## src/rtl/mem_access_ctrl_if.sv

```systemverilog
// CPU-side bus of mem_access_ctrl: request channel, write-beat channel and
// read-response channel.
//   master : CPU side (drives req_*, wd_valid/wd_data, resp_ready)
//   slave  : controller side (drives req_ready, wd_ready, resp_*)
interface mem_access_ctrl_if;
    localparam int unsigned AW = 32;
    localparam int unsigned DW = 32;
    localparam int unsigned LW = 3;

    logic          req_valid;
    logic          req_ready;
    logic          req_write;
    logic [AW-1:0] req_addr;
    logic [LW-1:0] req_len;

    logic          wd_valid;
    logic          wd_ready;
    logic [DW-1:0] wd_data;

    logic          resp_valid;
    logic          resp_ready;
    logic [DW-1:0] resp_data;
    logic          resp_last;

    modport master (
        output req_valid, req_write, req_addr, req_len,
        output wd_valid, wd_data,
        output resp_ready,
        input  req_ready, wd_ready,
        input  resp_valid, resp_data, resp_last
    );

    modport slave (
        input  req_valid, req_write, req_addr, req_len,
        input  wd_valid, wd_data,
        input  resp_ready,
        output req_ready, wd_ready,
        output resp_valid, resp_data, resp_last
    );
endinterface

```

## src/rtl/mem_access_ctrl.sv

```systemverilog
// Burst memory access controller: accepts a CPU read/write burst request,
// range-checks it against the attached memory, then streams write beats to
// the memory or fetches read beats one at a time into a held response.
//   clk, reset      : clock, asynchronous active-low reset
//   bus (slave)     : CPU request / write-beat / read-response channels
//   err             : one-cycle pulse when a request is rejected
//   busy            : controller not idle
//   address, data   : memory word address / write data
//   memW, memR      : memory write strobe / read enable (combinational read)
//   readData        : memory read data
module mem_access_ctrl #(
    parameter int unsigned SIZE      = 32,
    parameter int unsigned MAX_BURST = 4
) (
    input  logic                clk,
    input  logic                reset,
    mem_access_ctrl_if.slave    bus,
    output logic                err,
    output logic                busy,
    output logic [31:0]         address,
    output logic [31:0]         data,
    output logic                memW,
    output logic                memR,
    input  logic [31:0]         readData
);
    localparam int unsigned AW = 32;
    localparam int unsigned DW = 32;
    localparam int unsigned LW = 3;

    typedef enum logic [2:0] {
        IDLE  = 3'd0,
        WRITE = 3'd1,
        READ  = 3'd2,
        RESP  = 3'd3,
        ERR   = 3'd4
    } state_t;

    state_t        state_q, state_d;
    logic [AW-1:0] cur_addr_q, cur_addr_d;
    logic [LW-1:0] len_q, len_d;
    logic [LW-1:0] beat_q, beat_d;
    logic [DW-1:0] resp_data_q, resp_data_d;

    logic          last_beat;
    logic [AW:0]   end_addr;
    logic          bad_req;

    // Last word touched by the request, widened so a top-of-space start cannot wrap.
    assign end_addr  = (AW+1)'(bus.req_addr) + (AW+1)'(bus.req_len) - (AW+1)'(1);
    assign bad_req   = (bus.req_len == '0)
                     || (32'(bus.req_len) > MAX_BURST)
                     || (end_addr >= (AW+1)'(SIZE));
    assign last_beat = (beat_q == LW'(len_q - LW'(1)));

    assign bus.resp_data = resp_data_q;

    // State and datapath registers.
    always_ff @(posedge clk or negedge reset) begin
        if (!reset) begin
            state_q     <= IDLE;
            cur_addr_q  <= '0;
            len_q       <= '0;
            beat_q      <= '0;
            resp_data_q <= '0;
        end else begin
            state_q     <= state_d;
            cur_addr_q  <= cur_addr_d;
            len_q       <= len_d;
            beat_q      <= beat_d;
            resp_data_q <= resp_data_d;
        end
    end

    // Next-state and output decode.
    always_comb begin
        state_d        = state_q;
        cur_addr_d     = cur_addr_q;
        len_d          = len_q;
        beat_d         = beat_q;
        resp_data_d    = resp_data_q;
        bus.req_ready  = 1'b0;
        bus.wd_ready   = 1'b0;
        bus.resp_valid = 1'b0;
        bus.resp_last  = 1'b0;
        err            = 1'b0;
        busy           = 1'b0;
        address        = '0;
        data           = '0;
        memW           = 1'b0;
        memR           = 1'b0;

        unique case (state_q)
            IDLE: begin
                bus.req_ready = 1'b1;
                if (bus.req_valid) begin
                    cur_addr_d = bus.req_addr;
                    len_d      = bus.req_len;
                    beat_d     = '0;
                    if (bad_req)            state_d = ERR;
                    else if (bus.req_write) state_d = WRITE;
                    else                    state_d = READ;
                end
            end
            WRITE: begin
                busy         = 1'b1;
                bus.wd_ready = 1'b1;
                memW         = bus.wd_valid;
                address      = cur_addr_q;
                data         = bus.wd_data;
                if (bus.wd_valid) begin
                    beat_d     = LW'(beat_q + LW'(1));
                    cur_addr_d = AW'(cur_addr_q + AW'(1));
                    if (last_beat) state_d = IDLE;
                end
            end
            READ: begin
                busy        = 1'b1;
                memR        = 1'b1;
                address     = cur_addr_q;
                resp_data_d = readData;
                state_d     = RESP;
            end
            RESP: begin
                busy           = 1'b1;
                bus.resp_valid = 1'b1;
                bus.resp_last  = last_beat;
                if (bus.resp_ready) begin
                    if (last_beat) begin
                        state_d = IDLE;
                    end else begin
                        beat_d     = LW'(beat_q + LW'(1));
                        cur_addr_d = AW'(cur_addr_q + AW'(1));
                        state_d    = READ;
                    end
                end
            end
            ERR: begin
                busy    = 1'b1;
                err     = 1'b1;
                state_d = IDLE;
            end
            default: state_d = IDLE;
        endcase
    end
endmodule
```

## src/flat_wrapper.sv

```systemverilog
// flat-port wrapper written by rule: the top's interface ports become plain ports
module mem_access_ctrl_flat 
#(
    parameter int unsigned SIZE      = 32,
    parameter int unsigned MAX_BURST = 4
)
  (clk, reset, err, busy, address, data, memW, memR, readData, bus_req_valid, bus_req_write, bus_req_addr, bus_req_len, bus_wd_valid, bus_wd_data, bus_resp_ready, bus_req_ready, bus_wd_ready, bus_resp_valid, bus_resp_data, bus_resp_last);
  mem_access_ctrl_if bus_i ();
  input  logic clk;
  input  logic reset;
  output logic err;
  output logic busy;
  output logic [31:0] address;
  output logic [31:0] data;
  output logic memW;
  output logic memR;
  input  logic [31:0] readData;
  input wire logic [$bits(bus_i.req_valid)-1:0] bus_req_valid;
  input wire logic [$bits(bus_i.req_write)-1:0] bus_req_write;
  input wire logic [$bits(bus_i.req_addr)-1:0] bus_req_addr;
  input wire logic [$bits(bus_i.req_len)-1:0] bus_req_len;
  input wire logic [$bits(bus_i.wd_valid)-1:0] bus_wd_valid;
  input wire logic [$bits(bus_i.wd_data)-1:0] bus_wd_data;
  input wire logic [$bits(bus_i.resp_ready)-1:0] bus_resp_ready;
  output wire logic [$bits(bus_i.req_ready)-1:0] bus_req_ready;
  output wire logic [$bits(bus_i.wd_ready)-1:0] bus_wd_ready;
  output wire logic [$bits(bus_i.resp_valid)-1:0] bus_resp_valid;
  output wire logic [$bits(bus_i.resp_data)-1:0] bus_resp_data;
  output wire logic [$bits(bus_i.resp_last)-1:0] bus_resp_last;
  assign bus_i.req_valid = bus_req_valid;
  assign bus_i.req_write = bus_req_write;
  assign bus_i.req_addr = bus_req_addr;
  assign bus_i.req_len = bus_req_len;
  assign bus_i.wd_valid = bus_wd_valid;
  assign bus_i.wd_data = bus_wd_data;
  assign bus_i.resp_ready = bus_resp_ready;
  assign bus_req_ready = bus_i.req_ready;
  assign bus_wd_ready = bus_i.wd_ready;
  assign bus_resp_valid = bus_i.resp_valid;
  assign bus_resp_data = bus_i.resp_data;
  assign bus_resp_last = bus_i.resp_last;
  mem_access_ctrl #(.SIZE(SIZE), .MAX_BURST(MAX_BURST)) u_core (.clk(clk), .reset(reset), .bus(bus_i), .err(err), .busy(busy), .address(address), .data(data), .memW(memW), .memR(memR), .readData(readData));
endmodule
```

## config.mk

```make
export PLATFORM = sky130hd
export DESIGN_NAME = mem_access_ctrl_flat
export DESIGN_NICKNAME = d
export VERILOG_FILES = /design/src/rtl/mem_access_ctrl_if.sv /design/src/rtl/mem_access_ctrl.sv /design/src/flat_wrapper.sv
export SDC_FILE = /design/constraint.sdc
export NUM_CORES = 1
export LEC_CHECK = 0
export CAP_MARGIN = 5
export CORE_MARGIN = 3
export CORE_UTILIZATION = 49
export CTS_BUF_LIST = sky130_fd_sc_hd__clkbuf_4
export DETAILED_ROUTE_END_ITERATION = 8
export PLACE_DENSITY_LB_ADDON = 0.15
export SETUP_SLACK_MARGIN = 0.3
export SLEW_MARGIN = 20
export SYNTH_ARGS = -nofsm -noshare
export SYNTH_HDL_FRONTEND = slang
export SYNTH_SLANG_ARGS = --single-unit
```

## constraint.sdc

```tcl
create_clock -name clk -period 2.85 [get_ports clk]
set_input_delay 0.4275 -clock clk [delete_from_list [all_inputs] [get_ports clk]]
set_output_delay 0.4275 -clock clk [all_outputs]
set_load 0.005 [all_outputs]
```

==> metrics.csv <==
metric,value,unit
CP endpoint kind,flip-flop,
Min Hold Slack,0.00888,ns
f_max,0.321,GHz
Die Area,0.0151,mm²
"antenna viol nets, final",0,
placer congestion estimate,1.06,
hold crit path type,in2async,
Switch Pwr,0.00305,W
DRC Markers,0,
ys async rst share,1.00,
Post-CTS Hold Buffers,0,
R2R Path End,u_core.cur_addr_q[17]$_DFFE_PN0P_,
Slew @ Worst Pin,0.731,ns
Tcrit/Tclk final,1.09,
worst-path maximum fanout,3,
Post-synth top cells,"a21oi_1, nand2_1, dfrtp_1, nor2_1, inv_1",
Worst VDD drop,0.399,mV
initial antenna violation count,2,
CP Capture Point,u_core.state_q[1]$_DFFE_PN0P_,
CTS tree,done,
Placed Cells,1398,
combinational fraction of design power,0.648,
filler cell count,844,
Static Leak,5.27,nW
Fin Clk Skew,0.0207,ns
Vias,8696,
Overall Power,0.00673,W
RR Startpoint,u_core.len_q[0]$_DFFE_PN0P_,
Seq pwr share,0.254,
final WL,29.6,mm
synthesis-to-layout area growth,63.2,%
setup slack at placement,-1.29,ns
"Seq/Total Area, Yosys",0.274,
H-tree depth,3,
R2R depth,12,
Arrival @ worst endpoint,3.50,ns
main area contributors after synthesis,"dfrtp_1, ha_1, mux2_2",
CP startpoint kind,input port,
Slew Limit Fails,0,
most instantiated library cell after synthesis,a21oi_1,
relative slew slack,0.513,
Post-Layout Cell Count,1435,
Clk pwr share,0.099,
sw frac,0.453,
total gr overflow,0,
outcome,finished with violations,
TritonCTS buffer count,9,
syn nets,1017,
height of the die,123,µm
Initial DRC Count,809,
pwr dens,618,mW/mm²
"EDFF count, synth",0,
iteration count of the initial detailed-routing pass,9,
leading area contributor after synthesis,dfrtp_1,
Period minus WS final,3.12,ns
Final Hold Fails,0,
Internal,0.00368,W
Post-synth top flop,dfrtp_1,
Post-Syn Instances,874,
final setup vio count,3,
Setup crit start,bus_req_addr[1],
Clock Latency Late Sink,0.46,ns
ratio of cells with drive above 1 in the final layout,0.269,
critical path required time,3.23,ns
#FFs+latches synth,73,
DIE WIDTH,123,µm
Syn Area/Cell,7.63,µm²
"Distinct cells, synth",70,
Starting Density,0.502,
max_cap viols,0,
largest net degree at the start of global routing,44,
All-Layer GR Usage,0.364,
Final Worst Setup Slack,-0.269,ns
post-DP HPWL,21.8,mm
nets@finish,1396,
Port Buf Inserts,208,
number of global-route vias before repair,8179,
core box area,0.0133,mm²
I/O pin cnt,209,
Site Rows,42,
unrepaired setup endpoints after global routing,true,
reg2reg setup slack,0.43,ns
top-area cell type share of the netlist area,0.274,
DR WL/cell,20.6,µm
critical setup path kind,in2reg,
first-pass GRT wire length,42.8,mm
violated checks,setup timing,
CTS root buf,clkbuf_4,
DR vias/cell,6.06,
Bufs on Longest Clock Path,2,
Clock Sinks,73,
YS warnings,0,
clk slew on worst S/H paths,0.13,ns
Post-Syn Area,0.00667,mm²
## sequential cells by signal, summed over array words and instances (netlist names)
register	cells
u_core.beat_q	3
u_core.bus.resp_data	32
u_core.cur_addr_q	32
u_core.len_q	3
u_core.state_q	3
## power groups by stage
stage	logic, W	clock network [W]	registers [W]
detailed placement	0.00398	0	0.00168
CTS	0.00407	0.000648	0.00167
finish	0.00436	0.000665	0.00171
floorplan	0.00211	0	0.00157
global placement	0.00388	0	0.00166
global route	0.00465	0.000717	0.00174
## worst max-delay path: stages
cell and delay, ns:
buf_6 0.09, buf_6 0.12, inv_12 0.04, ha_4 0.19, inv_4 0.05, ha_4 0.12, inv_2 0.04, fa_2 0.32
nand2b_4 0.15, buf_6 0.11, a211o_1 0.27, a21o_1 0.19, buf_6 0.12, a21o_1 0.17, a211oi_2 0.30, o31ai_2 0.10
and2_1 0.15, or4_1 0.40, o21ai_1 0.14
## placed cells by master, fill, tap and decap left out, types with 20 or more instances in the layout
master           Yosys  final
nand3_1             40     39
inv_1               58     49
dlygate4sd2_1        0     46
ha_1                37     27
a21oi_1             80     73
buf_4                0    196
nor2_1              67     62
and2_1              37     37
dfrtp_1             73     73
nor2b_1             35     27
o21ai_0             47     46
o22ai_1             20     20
dlymetal6s2s_1       0     23
mux2_2              37     37
nand2_1             78     74
clkdlybuf4s50_1      0    124
## what timing repair did
item,CTS,global route
gates cloned,1,0
buffers inserted,12,7
setup endpoints to repair,97,57
gates resized for setup,112,70
pin swaps,18,26
## layout make-up
class	instances	area, µm²	share of cell area
multi-input cells	694	4740	0.435
repair buffers	417	3740	0.343
clock inverters	4	45.0	0.00414
clock buffers	11	82.6	0.00758
diodes	2	5.00	0.000460
flip-flops and latches	73	1830	0.168
well taps	176	220	0.0202
inverters	58	238	0.0218
## metrics by stage
step,utilization,setup TNS (ns),instance area (µm²)
final,0.819,-0.708,10900
after global routing,0.819,-1.01,10900
after CTS,0.798,-0.641,10600
after detailed placement,0.773,-3.80,10300
after global placement,0.773,-3.33,10300
after floorplan,-,-0.783,6720
## cells by family after synthesis
| family | share of synthesized area |
|---|---|
| AO/OA/AOI/OAI | 0.233 |
| adder cells (fa/ha/maj) | 0.0724 |
| AND/OR/NAND/NOR | 0.267 |
| buffers and inverters | 0.0615 |
| multiplexers | 0.0744 |
| flip-flops | 0.274 |
| XOR/XNOR | 0.0184 |
## routing by layer
layer	track usage	vias to the layer above	part of all wire
met2	0.627	579	0.49
met3	0.0719	153	0.096
li1	-	3932	-
met1	0.421	4032	0.35
met5	0	-	0
met4	0.207	0	0.064
## worst min path at each step
stage / from / to / depth (start not counted)
final: reset / u_core.bus.resp_data[10]$_DFFE_PN0P_ / 1
after global routing: reset / u_core.bus.resp_data[29]$_DFFE_PN0P_ / 1
after CTS: reset / u_core.bus.resp_data[29]$_DFFE_PN0P_ / 1
after detailed placement: u_core.bus.resp_data[2]$_DFFE_PN0P_ / u_core.bus.resp_data[2]$_DFFE_PN0P_ / 1
after global placement: u_core.bus.resp_data[23]$_DFFE_PN0P_ / u_core.bus.resp_data[23]$_DFFE_PN0P_ / 1
after floorplan: reset / u_core.beat_q[0]$_DFFE_PN0P_ / 0
(Power assumes the default switching activity.)
